<file path="src/rtl/lsu_mem_ctrl_pkg.sv">
// rtl/lsu_mem_ctrl_pkg.sv - shared types for the load/store unit memory controller
//
// Purpose: access-size encoding shared with the core's control fields, the
// LSU sequencing states, and a small address helper.
package lsu_mem_ctrl_pkg;

  // Access size as carried on the core's data_byte control field.
  typedef enum logic [1:0] {
    MEM_BYTE = 2'b00,
    MEM_HALF = 2'b01,
    MEM_WORD = 2'b10,
    MEM_RSVD = 2'b11
  } mem_encode;

  typedef enum logic [1:0] {
    LSU_IDLE = 2'b00,
    LSU_REQ  = 2'b01,
    LSU_WAIT = 2'b10,
    LSU_DONE = 2'b11
  } lsu_state_e;

  // The memory port only ever sees word addresses; lanes are picked by byte enables.
  function automatic logic [31:0] word_align(input logic [31:0] addr);
    return {addr[31:2], 2'b00};
  endfunction

endpackage

</file>
<file path="src/rtl/lsu_align.sv">
// rtl/lsu_align.sv - byte-lane steering, load extraction and misalignment check
//
// Purpose: purely combinational datapath helper for lsu_mem_ctrl.
// Ports:
//   req_size_i / req_addr_lo_i / req_wdata_i : request side (core fields, pre-register)
//   be_o / wdata_o / misalign_o             : byte enables, lane-replicated store data, illegal flag
//   rsp_size_i / rsp_addr_lo_i / rsp_zext_i : registered attributes of the access in flight
//   rsp_rdata_i / rsp_data_o                : raw memory word in, aligned and extended load data out
module lsu_align
  import lsu_mem_ctrl_pkg::*;
(
  input  mem_encode   req_size_i,
  input  logic [1:0]  req_addr_lo_i,
  input  logic [31:0] req_wdata_i,
  output logic [3:0]  be_o,
  output logic [31:0] wdata_o,
  output logic        misalign_o,
  input  mem_encode   rsp_size_i,
  input  logic [1:0]  rsp_addr_lo_i,
  input  logic        rsp_zext_i,
  input  logic [31:0] rsp_rdata_i,
  output logic [31:0] rsp_data_o
);

  logic [31:0] shifted;

  always_comb begin
    be_o       = 4'b0000;
    wdata_o    = req_wdata_i;
    misalign_o = 1'b0;
    case (req_size_i)
      MEM_BYTE: begin
        be_o    = 4'b0001 << req_addr_lo_i;
        wdata_o = {4{req_wdata_i[7:0]}};
      end
      MEM_HALF: begin
        be_o       = req_addr_lo_i[1] ? 4'b1100 : 4'b0011;
        wdata_o    = {2{req_wdata_i[15:0]}};
        misalign_o = req_addr_lo_i[0];
      end
      MEM_WORD: begin
        be_o       = 4'b1111;
        misalign_o = (req_addr_lo_i != 2'b00);
      end
      default: begin
        misalign_o = 1'b1;
      end
    endcase
  end

  // Bring the addressed lane down to bit 0 before extending.
  assign shifted = rsp_rdata_i >> {rsp_addr_lo_i, 3'b000};

  always_comb begin
    rsp_data_o = shifted;
    case (rsp_size_i)
      MEM_BYTE: rsp_data_o = {{24{~rsp_zext_i & shifted[7]}}, shifted[7:0]};
      MEM_HALF: rsp_data_o = {{16{~rsp_zext_i & shifted[15]}}, shifted[15:0]};
      default:  rsp_data_o = shifted;
    endcase
  end

endmodule

</file>
<file path="src/rtl/lsu_mem_ctrl.sv">
// rtl/lsu_mem_ctrl.sv - multi-cycle load/store controller to a req/gnt/rvalid memory port
//
// Purpose: sequences one core data access at a time (IDLE -> REQ -> WAIT -> DONE),
// stalls the core until completion, and reports misaligned accesses and timeouts.
// Ports:
//   clk, rst                    : clock, asynchronous active-high reset
//   lsu_req_i .. lsu_wdata_i    : core access request and attributes
//   lsu_stall_o, lsu_done_o     : core stall and one-cycle completion pulse
//   lsu_rdata_o                 : extended load data, valid with lsu_done_o
//   lsu_misalign_o, lsu_err_o   : completion flags (illegal access / timeout)
//   mem_*                       : request/grant/response data-memory port
module lsu_mem_ctrl
  import lsu_mem_ctrl_pkg::*;
#(
  parameter int TIMEOUT_CYCLES = 255
) (
  input  logic        clk,
  input  logic        rst,
  input  logic        lsu_req_i,
  input  logic        lsu_wr_i,
  input  logic [1:0]  lsu_size_i,
  input  logic        lsu_zero_extnd_i,
  input  logic [31:0] lsu_addr_i,
  input  logic [31:0] lsu_wdata_i,
  output logic        lsu_stall_o,
  output logic        lsu_done_o,
  output logic [31:0] lsu_rdata_o,
  output logic        lsu_misalign_o,
  output logic        lsu_err_o,
  output logic        mem_req_o,
  input  logic        mem_gnt_i,
  output logic        mem_we_o,
  output logic [3:0]  mem_be_o,
  output logic [31:0] mem_addr_o,
  output logic [31:0] mem_wdata_o,
  input  logic        mem_rvalid_i,
  input  logic [31:0] mem_rdata_i
);

  localparam int CNT_W = $clog2(TIMEOUT_CYCLES + 1);
  localparam logic [CNT_W-1:0] CNT_LAST = CNT_W'(TIMEOUT_CYCLES - 1);

  lsu_state_e        state_q, state_d;
  logic [31:0]       addr_q, addr_d;
  logic [3:0]        be_q, be_d;
  logic [31:0]       wdata_q, wdata_d;
  logic              we_q, we_d;
  mem_encode         size_q, size_d;
  logic              zext_q, zext_d;
  logic [CNT_W-1:0]  cnt_q, cnt_d;
  logic [31:0]       rdata_q, rdata_d;
  logic              misalign_q, misalign_d;
  logic              err_q, err_d;

  logic [3:0]        al_be;
  logic [31:0]       al_wdata;
  logic              al_misalign;
  logic [31:0]       al_rsp_data;

  lsu_align u_align (
    .req_size_i    (mem_encode'(lsu_size_i)),
    .req_addr_lo_i (lsu_addr_i[1:0]),
    .req_wdata_i   (lsu_wdata_i),
    .be_o          (al_be),
    .wdata_o       (al_wdata),
    .misalign_o    (al_misalign),
    .rsp_size_i    (size_q),
    .rsp_addr_lo_i (addr_q[1:0]),
    .rsp_zext_i    (zext_q),
    .rsp_rdata_i   (mem_rdata_i),
    .rsp_data_o    (al_rsp_data)
  );

  always_ff @(posedge clk or posedge rst) begin
    if (rst) begin
      state_q    <= LSU_IDLE;
      addr_q     <= '0;
      be_q       <= '0;
      wdata_q    <= '0;
      we_q       <= 1'b0;
      size_q     <= MEM_BYTE;
      zext_q     <= 1'b0;
      cnt_q      <= '0;
      rdata_q    <= '0;
      misalign_q <= 1'b0;
      err_q      <= 1'b0;
    end else begin
      state_q    <= state_d;
      addr_q     <= addr_d;
      be_q       <= be_d;
      wdata_q    <= wdata_d;
      we_q       <= we_d;
      size_q     <= size_d;
      zext_q     <= zext_d;
      cnt_q      <= cnt_d;
      rdata_q    <= rdata_d;
      misalign_q <= misalign_d;
      err_q      <= err_d;
    end
  end

  always_comb begin
    state_d    = state_q;
    addr_d     = addr_q;
    be_d       = be_q;
    wdata_d    = wdata_q;
    we_d       = we_q;
    size_d     = size_q;
    zext_d     = zext_q;
    cnt_d      = cnt_q;
    rdata_d    = rdata_q;
    misalign_d = misalign_q;
    err_d      = err_q;

    case (state_q)
      LSU_IDLE: begin
        if (lsu_req_i) begin
          rdata_d = '0;
          err_d   = 1'b0;
          if (al_misalign) begin
            // Illegal access never touches the bus; report it on the next cycle.
            misalign_d = 1'b1;
            state_d    = LSU_DONE;
          end else begin
            misalign_d = 1'b0;
            addr_d     = lsu_addr_i;
            be_d       = al_be;
            wdata_d    = al_wdata;
            we_d       = lsu_wr_i;
            size_d     = mem_encode'(lsu_size_i);
            zext_d     = lsu_zero_extnd_i;
            cnt_d      = '0;
            state_d    = LSU_REQ;
          end
        end
      end
      LSU_REQ: begin
        cnt_d = cnt_q + CNT_W'(1);
        if (cnt_q == CNT_LAST) begin
          err_d   = 1'b1;
          rdata_d = '0;
          state_d = LSU_DONE;
        end else if (mem_gnt_i) begin
          state_d = LSU_WAIT;
        end
      end
      LSU_WAIT: begin
        cnt_d = cnt_q + CNT_W'(1);
        // A response arriving on the last allowed cycle still counts as success.
        if (mem_rvalid_i) begin
          rdata_d = al_rsp_data;
          state_d = LSU_DONE;
        end else if (cnt_q == CNT_LAST) begin
          err_d   = 1'b1;
          rdata_d = '0;
          state_d = LSU_DONE;
        end
      end
      LSU_DONE: begin
        state_d = LSU_IDLE;
      end
      default: begin
        state_d = LSU_IDLE;
      end
    endcase
  end

  assign lsu_stall_o    = lsu_req_i && (state_q != LSU_DONE);
  assign lsu_done_o     = (state_q == LSU_DONE);
  assign lsu_rdata_o    = lsu_done_o ? rdata_q : '0;
  assign lsu_misalign_o = lsu_done_o && misalign_q;
  assign lsu_err_o      = lsu_done_o && err_q;

  assign mem_req_o   = (state_q == LSU_REQ);
  assign mem_we_o    = mem_req_o && we_q;
  assign mem_be_o    = mem_req_o ? be_q : 4'b0000;
  assign mem_addr_o  = word_align(addr_q);
  assign mem_wdata_o = wdata_q;

endmodule
</file>
<file path="config.mk">
export PLATFORM = sky130hd
export DESIGN_NAME = lsu_mem_ctrl
export DESIGN_NICKNAME = d
export VERILOG_FILES = /design/src/rtl/lsu_mem_ctrl_pkg.sv /design/src/rtl/lsu_align.sv /design/src/rtl/lsu_mem_ctrl.sv
export SDC_FILE = /design/constraint.sdc
export NUM_CORES = 1
export LEC_CHECK = 0
export ABC_AREA = 1
export CORE_MARGIN = 4
export CORE_UTILIZATION = 40
export DETAILED_ROUTE_END_ITERATION = 8
export PLACE_DENSITY = 0.72
export SYNTH_ARGS = -nofsm -noshare
export SYNTH_HDL_FRONTEND = slang
export SYNTH_SLANG_ARGS = --single-unit
</file>
<file path="constraint.sdc">
create_clock -name clk -period 5.4 [get_ports clk]
set_input_delay 1.08 -clock clk [delete_from_list [all_inputs] [get_ports clk]]
set_output_delay 1.08 -clock clk [all_outputs]
set_load 0.005 [all_outputs]
</file>
==> flow_summary.ini, run 1 <==
[final_layout]
layout-drive-gt1-share = 0.04910
instances_no_fill = 1270
finalNetCount = 1157
antennaDiodeCount = 0
fillers = 1453
syn_to_final_growth_pct = 42.20

[global_routing]
first_pass_grt_wire_length_mm = 29.52
groute.layer.met1.usage = 0.2460
globalRoute.busiestLayer = met2
grt_start_max_net_pins = 70
grt.met3_usage = 0.07909
gr-usage-all-layers = 0.2071
antenna_violations_before_repair = 0
globalRoute.totalOverflow = 0
first_global_vias = 6041
globalRouteMet2Util = 0.3426

[setup_path]
worstPathRequired_ns = 4.32
critical_path_class = reg -> out
critical_path_buf_inv_count = 3
rrSetupSlack_ns = 2.46
worst_ep_arrival_time_ns = 2.53
worst_setup_path_end_kind = primary output
slowest_stage_cell_cp = sky130_fd_sc_hd__ha_1
worst-path-stages = 5
timing.critical_path.cells = ha_1, buf_4, nand2_1, inv_1, clkdlybuf4s50_1
timing.rr.end = rdata_q[28]$_DFFE_PP0P_
setup.worst_path.start_class = flip-flop
crit_fanout = 20
largest_delay_contributor_family_on_the_critical_path = buffers and inverters
worstRegToRegCells = 6
worst_setup_ep = lsu_rdata_o[30]
r2r_start = addr_q[1]$_DFFE_PP0P_
timing.critical_path.from = state_q[1]$_DFFE_PP0P_
timing.critical_path.slowest_cell_delay_ns = 0.65

[clock_tree]
post-cts-setup-buffers = 0
ctsResizeCount = 0
total_clock_sinks = 116
hold_buffers = 0
clk_path_buf_depth = 2
clockRootBuffer = sky130_fd_sc_hd__clkbuf_16
htreeDepth = 4
tritoncts = built
cts.clk_slew.worst_paths_ns = 0.06
insertion_delay_of_the_later_clocked_pin_in_the_worst_skew_pair_ns = 0.41
numCtsBuffers = 17

[timing]
max_freq_mhz = 277.3
fin_crit_ns = 3.607
tightest_slew_ns = 1.173
fin_setup_tns_ns = 0
slew_violations = 0
maxSlewHeadroom = 0.2157
report.final.setup_viol = 0
post-route-period-util = 0.6679
finalHoldViolations = 0
setup_ws_ns = 1.793
grt_setup_unrepaired = no
finClkSkew_ns = 0.008423

[logic_synthesis]
yosysWarningCount = 0
syn_area_per_cell_um2 = 7.058
postSynthCellCount = 886
synth.cell_area_um2 = 6253
synth_seq_cells = 116
seq_area_frac_synth = 0.4642
yosys.cell_types.count = 28

[flow_run]
cap_violations = 0

[routing]
drt_pass1_iterations = 7
vias = 6015
drt_iter0_markers = 354
drt.antenna.violating_nets = 0
post-route-drc-count = 0
wl_mm = 17.97
vias_per_cell = 4.736
drt-wirelength-per-cell_um = 14.15

[placement]
gp_congestion = 0.8773
number_of_buffers_inserted_by_port_buffering = 208
pre_cts_ws_ns = 1.639
dp_cells = 1238
detailed_place_hpwl_mm = 12.74

[floorplanning]
initial_core_util = 0.4098
number_of_rows_created_at_floorplan = 45
die-height_um = 133.0
core_area_um2 = 15260
floorplan.die_area_um2 = 17700
die_width_um = 133.0
boundaryPins = 211

[min_path]
hold_path_class = reg -> reg

[power_and_ir_drop]
power.leakage_nw = 4.652
power.total_w = 0.004412
vdd.ir_drop.worst_uv = 244.9
power.density_nw_per_um2 = 496.2

[status]
status = completed
-- tightest hold or removal path, stage by stage (launching register included) --
cell and delay (ns):
sky130_fd_sc_hd__dfrtp_1 0.34, sky130_fd_sc_hd__nand2_1 0.05, sky130_fd_sc_hd__nand2_1 0.05
-- synthesized netlist by cell type --
cell type / instances / area share
sky130_fd_sc_hd__o22a_1: 1 / 0.0014
sky130_fd_sc_hd__or2_2: 9 / 0.0090
sky130_fd_sc_hd__ha_1: 6 / 0.012
sky130_fd_sc_hd__nand2_1: 429 / 0.26
sky130_fd_sc_hd__buf_6: 1 / 0.0018
sky130_fd_sc_hd__o211ai_2: 1 / 0.0020
sky130_fd_sc_hd__clkbuf_2: 2 / 0.0016
sky130_fd_sc_hd__nand2_2: 2 / 0.0020
sky130_fd_sc_hd__nor3_2: 1 / 0.0016
sky130_fd_sc_hd__nand3_2: 2 / 0.0032
sky130_fd_sc_hd__buf_4: 33 / 0.040
sky130_fd_sc_hd__dfrtp_1: 116 / 0.46
sky130_fd_sc_hd__o21ai_0: 65 / 0.052
sky130_fd_sc_hd__xnor2_1: 1 / 0.0014
sky130_fd_sc_hd__nor2_1: 21 / 0.013
sky130_fd_sc_hd__o2111ai_1: 1 / 0.0014
sky130_fd_sc_hd__a21boi_0: 1 / 0.0012
sky130_fd_sc_hd__clkbuf_1: 25 / 0.015
sky130_fd_sc_hd__clkinv_1: 1 / 0.00060
sky130_fd_sc_hd__conb_1: 1 / 0.00060
sky130_fd_sc_hd__nor3_1: 1 / 0.00080
sky130_fd_sc_hd__inv_2: 1 / 0.00060
sky130_fd_sc_hd__inv_1: 75 / 0.045
sky130_fd_sc_hd__buf_2: 13 / 0.010
sky130_fd_sc_hd__nand4_1: 2 / 0.0020
sky130_fd_sc_hd__a21oi_1: 12 / 0.0096
sky130_fd_sc_hd__nand3_1: 62 / 0.050
sky130_fd_sc_hd__o21bai_1: 1 / 0.0012
-- per-stage QoR --
step,hold WS [ns],utilization,instance area (um2)
after global routing,0.4897,0.5828,8892
after CTS,0.4726,0.5828,8892
after floorplan,0.4417,-,6257
after global placement,0.4561,0.5407,8250
after detailed placement,0.4582,0.5407,8250
final,0.4729,0.5828,8892
-- logic make-up after synthesis --
kind of cell	count (synthesis)	synth area share
simple gates	529	0.3383
buf+inv	151	0.1146
flops	116	0.4642
compound gates	82	0.06883
fa+ha+maj	6	0.01200
xor+xnor	1	0.001401
other cells	1	0.0005997
-- sequential cells by signal, summed over array words and instances, names as in the netlist --
signal       cells
misalign_q       1
zext_q           1
state_q          2
rdata_q         32
err_q            1
size_q           2
we_q             1
cnt_q            8
addr_q          32
mem_wdata_o     32
be_q             4
-- layer usage --
metal  share of wire  vias up  wire [um]
met4           0.023        0        417
met3           0.097       34       1747
met1            0.41     2759       7286
li1                -     3020          -
met5               0        -          0
met2            0.47      202       8516
-- cell usage in the layout (no fill, tap or decap), drive strengths merged, types with 5 or more instances in the layout --
| cell | synthesis | final |
|---|---|---|
| or2 | 9 | 9 |
| clkdlybuf4s50 | 0 | 208 |
| clkbuf | 27 | 22 |
| inv | 76 | 76 |
| bufinv | 0 | 5 |
| nand3 | 64 | 64 |
| ha | 6 | 6 |
| nand2 | 431 | 431 |
| dfrtp | 116 | 116 |
| nor2 | 21 | 21 |
| o21ai | 65 | 65 |
| buf | 47 | 6 |
| a21oi | 12 | 12 |
| clkinv | 1 | 5 |
-- power by group --
| part | leakage, nW | internal [W] | switching [W] | total [W] |
|---|---|---|---|---|
| clock | 0.314 | 0.000839 | 0.000390 | 0.00123 |
| combinational | 2.83 | 0.000820 | 0.000899 | 0.00172 |
| sequential | 1.50 | 0.00120 | 0.000263 | 0.00146 |
-- final cells by class --
cell class	count	area, um2	share of cell area
repair buffers	214	2140	0.2406
flip-flops and latches	116	2903	0.3264
clock inverters	10	177.7	0.01998
inverters	77	291.5	0.03278
clock buffers	22	464.2	0.05220
multi-input cells	620	2653	0.2983
well taps	211	264.0	0.02969
-- worst min path at each step --
stage / startpoint / end / slack (ns) / cells after the start
finish: rdata_q[10]$_DFFE_PP0P_ / rdata_q[10]$_DFFE_PP0P_ / 0.47 / 2
global route: rdata_q[14]$_DFFE_PP0P_ / rdata_q[14]$_DFFE_PP0P_ / 0.49 / 2
CTS: rdata_q[10]$_DFFE_PP0P_ / rdata_q[10]$_DFFE_PP0P_ / 0.47 / 2
detailed placement: rdata_q[10]$_DFFE_PP0P_ / rdata_q[10]$_DFFE_PP0P_ / 0.46 / 2
global placement: rdata_q[12]$_DFFE_PP0P_ / rdata_q[12]$_DFFE_PP0P_ / 0.46 / 2
floorplan: rdata_q[0]$_DFFE_PP0P_ / rdata_q[0]$_DFFE_PP0P_ / 0.44 / 2
No activity file was read; power rests on OpenSTA's default activity.
==> run 2, diff against run 1 <==
--- a/config.mk
+++ b/config.mk
@@ -9,7 +9,7 @@
 export CORE_MARGIN = 4
 export CORE_UTILIZATION = 40
 export DETAILED_ROUTE_END_ITERATION = 8
-export PLACE_DENSITY = 0.72
+export PLACE_DENSITY = 0.74
 export SYNTH_ARGS = -nofsm -noshare
 export SYNTH_HDL_FRONTEND = slang
 export SYNTH_SLANG_ARGS = --single-unit
==> constraint.sdc (replaced) <==
create_clock -name clk -period 3 [get_ports clk]
set_input_delay 0.6 -clock clk [delete_from_list [all_inputs] [get_ports clk]]
set_output_delay 0.6 -clock clk [all_outputs]
set_load 0.005 [all_outputs]
==> flow_summary.ini, run 2 (synthesis results as in run 1) <==
[setup_path]
timing.rr.end = rdata_q[24]$_DFFE_PP0P_
timing.critical_path.slowest_cell_delay_ns = 0.50
timing.critical_path.cells = ha_1, buf_4, nand2_1, inv_1, clkdlybuf4s50_1
timing.critical_path.from = state_q[1]$_DFFE_PP0P_
r2r_start = addr_q[0]$_DFFE_PP0P_
worst_setup_path_end_kind = primary output
worstRegToRegCells = 8
slowest_stage_cell_cp = sky130_fd_sc_hd__clkdlybuf4s50_1
crit_fanout = 37
setup.worst_path.start_class = flip-flop
rrSetupSlack_ns = 0.68
worstPathRequired_ns = 2.40
critical_path_class = reg -> out
worst_ep_arrival_time_ns = 2.05

[timing]
post-route-period-util = 0.8848
grt_setup_unrepaired = no
tightest_slew_ns = 0.8137
report.final.setup_viol = 0
slew_violations = 0
whs_ns = 0.4688
fin_setup_tns_ns = 0
finalHoldViolations = 0
fin_crit_ns = 2.654
max_freq_mhz = 376.7
maxSlewHeadroom = 0.4567
finClkSkew_ns = 0.01034

[clock_tree]
cts.clk_slew.worst_paths_ns = 0.06
numCtsBuffers = 17
htreeDepth = 4
total_clock_sinks = 116
hold_buffers = 0
insertion_delay_of_the_later_clocked_pin_in_the_worst_skew_pair_ns = 0.42
clk_path_buf_depth = 2
tritoncts = built
post-cts-setup-buffers = 0
ctsResizeCount = 0
clockRootBuffer = sky130_fd_sc_hd__clkbuf_16

[min_path]
min-delay-start = rdata_q[0]$_DFFE_PP0P_
hold-path-endpoint = rdata_q[0]$_DFFE_PP0P_
hold_path_class = reg -> reg
whs_path_depth = 2

[global_routing]
antenna_violations_before_repair = 0
globalRoute.totalOverflow = 0
grt_start_max_net_pins = 117
first_global_vias = 5926
gr-usage-all-layers = 0.2007
first_pass_grt_wire_length_mm = 28.87

[placement]
gp_congestion = 0.8965
detailed_place_hpwl_mm = 12.34
placement.cell_area_um2 = 8282
number_of_buffers_inserted_by_port_buffering = 208

[floorplanning]
die-height_um = 133.0
floorplan.die_area_um2 = 17700
number_of_rows_created_at_floorplan = 45
die_width_um = 133.0
initial_core_util = 0.4098
core_area_um2 = 15260
boundaryPins = 211

[final_layout]
finish.instance_area_um2 = 8865
layout_commonest_cell = sky130_fd_sc_hd__nand2_1
layout-drive-gt1-share = 0.05550
final-seq-area_um2 = 2903
multiInputGateArea_um2 = 2653
antennaDiodeCount = 0
finalNetCount = 1161
postLayoutCoreUtil = 0.5810
fillers = 1440
most-common-layout-cells = sky130_fd_sc_hd__nand2_1, sky130_fd_sc_hd__clkdlybuf4s50_1, sky130_fd_sc_hd__dfrtp_1, sky130_fd_sc_hd__inv_1, sky130_fd_sc_hd__o21ai_0
syn_to_final_growth_pct = 41.76

[power_and_ir_drop]
power.density_nw_per_um2 = 872.4
power.total_w = 0.007734
power.leakage_nw = 4.627
vdd.ir_drop.worst_uv = 513.9

[status]
status = completed

[routing]
drt.antenna.violating_nets = 0
wl_mm = 17.57
vias_per_cell = 4.674
post-route-drc-count = 0
drt_iter0_markers = 408
vias = 5955
drt_pass1_iterations = 7
drt-wirelength-per-cell_um = 13.79

[flow_run]
cap_violations = 0
==> run 2: worst max-delay path by stage <==
stage	endpoint	slack, ns	depth (start not counted)
finish	lsu_rdata_o[15]	0.35	5
global route	lsu_rdata_o[30]	0.16	5
global placement	addr_q[15]$_DFFE_PP0P_	0.51	6
detailed placement	addr_q[21]$_DFFE_PP0P_	0.45	6
floorplan	addr_q[0]$_DFFE_PP0P_	0.99	1
CTS	lsu_rdata_o[6]	0.32	5
==> run 2: stage by stage <==
| stage | std cells | worst slack (ns) |
|---|---|---|
| after floorplan | 887 | 0.9866 |
| after global placement | 1242 | 0.5058 |
| after detailed placement | 1242 | 0.4492 |
| after CTS | 1274 | 0.3243 |
| after global routing | 1274 | 0.1603 |
| final | 1274 | 0.3456 |
==> run 2: final cells by class <==
class                           instances  share of cell area
Timing Repair Buffer                  218              0.2447
Clock inverter                         15             0.01778
Inverter                               77             0.03303
Tap cell                              211             0.02978
Multi-Input combinational cell        620              0.2992
Sequential cell                       116              0.3275
Clock buffer                           17             0.04799
==> run 2: worst max-delay path, delay by kind of cell (launching register included) <==
family	cells	cell delay, ns
fa+ha+maj	1	0.17
buf+inv	3	0.94
flops	1	0.41
simple gates	1	0.11
==> run 2: power breakdown <==
group          switching (W)  leakage [nW]  total, W  internal [W]
combinational        0.00167          2.85   0.00317       0.00150
clock               0.000769         0.276   0.00200       0.00123
sequential          0.000407          1.50   0.00257       0.00216
total                0.00285          4.63   0.00773       0.00489
==> run 2: routing by layer <==
layer  global-route usage  wire [um]
met5                    0          0
met4              0.07737        375
met3              0.07909       1720
met2               0.3180       8222
met1               0.2468       7252
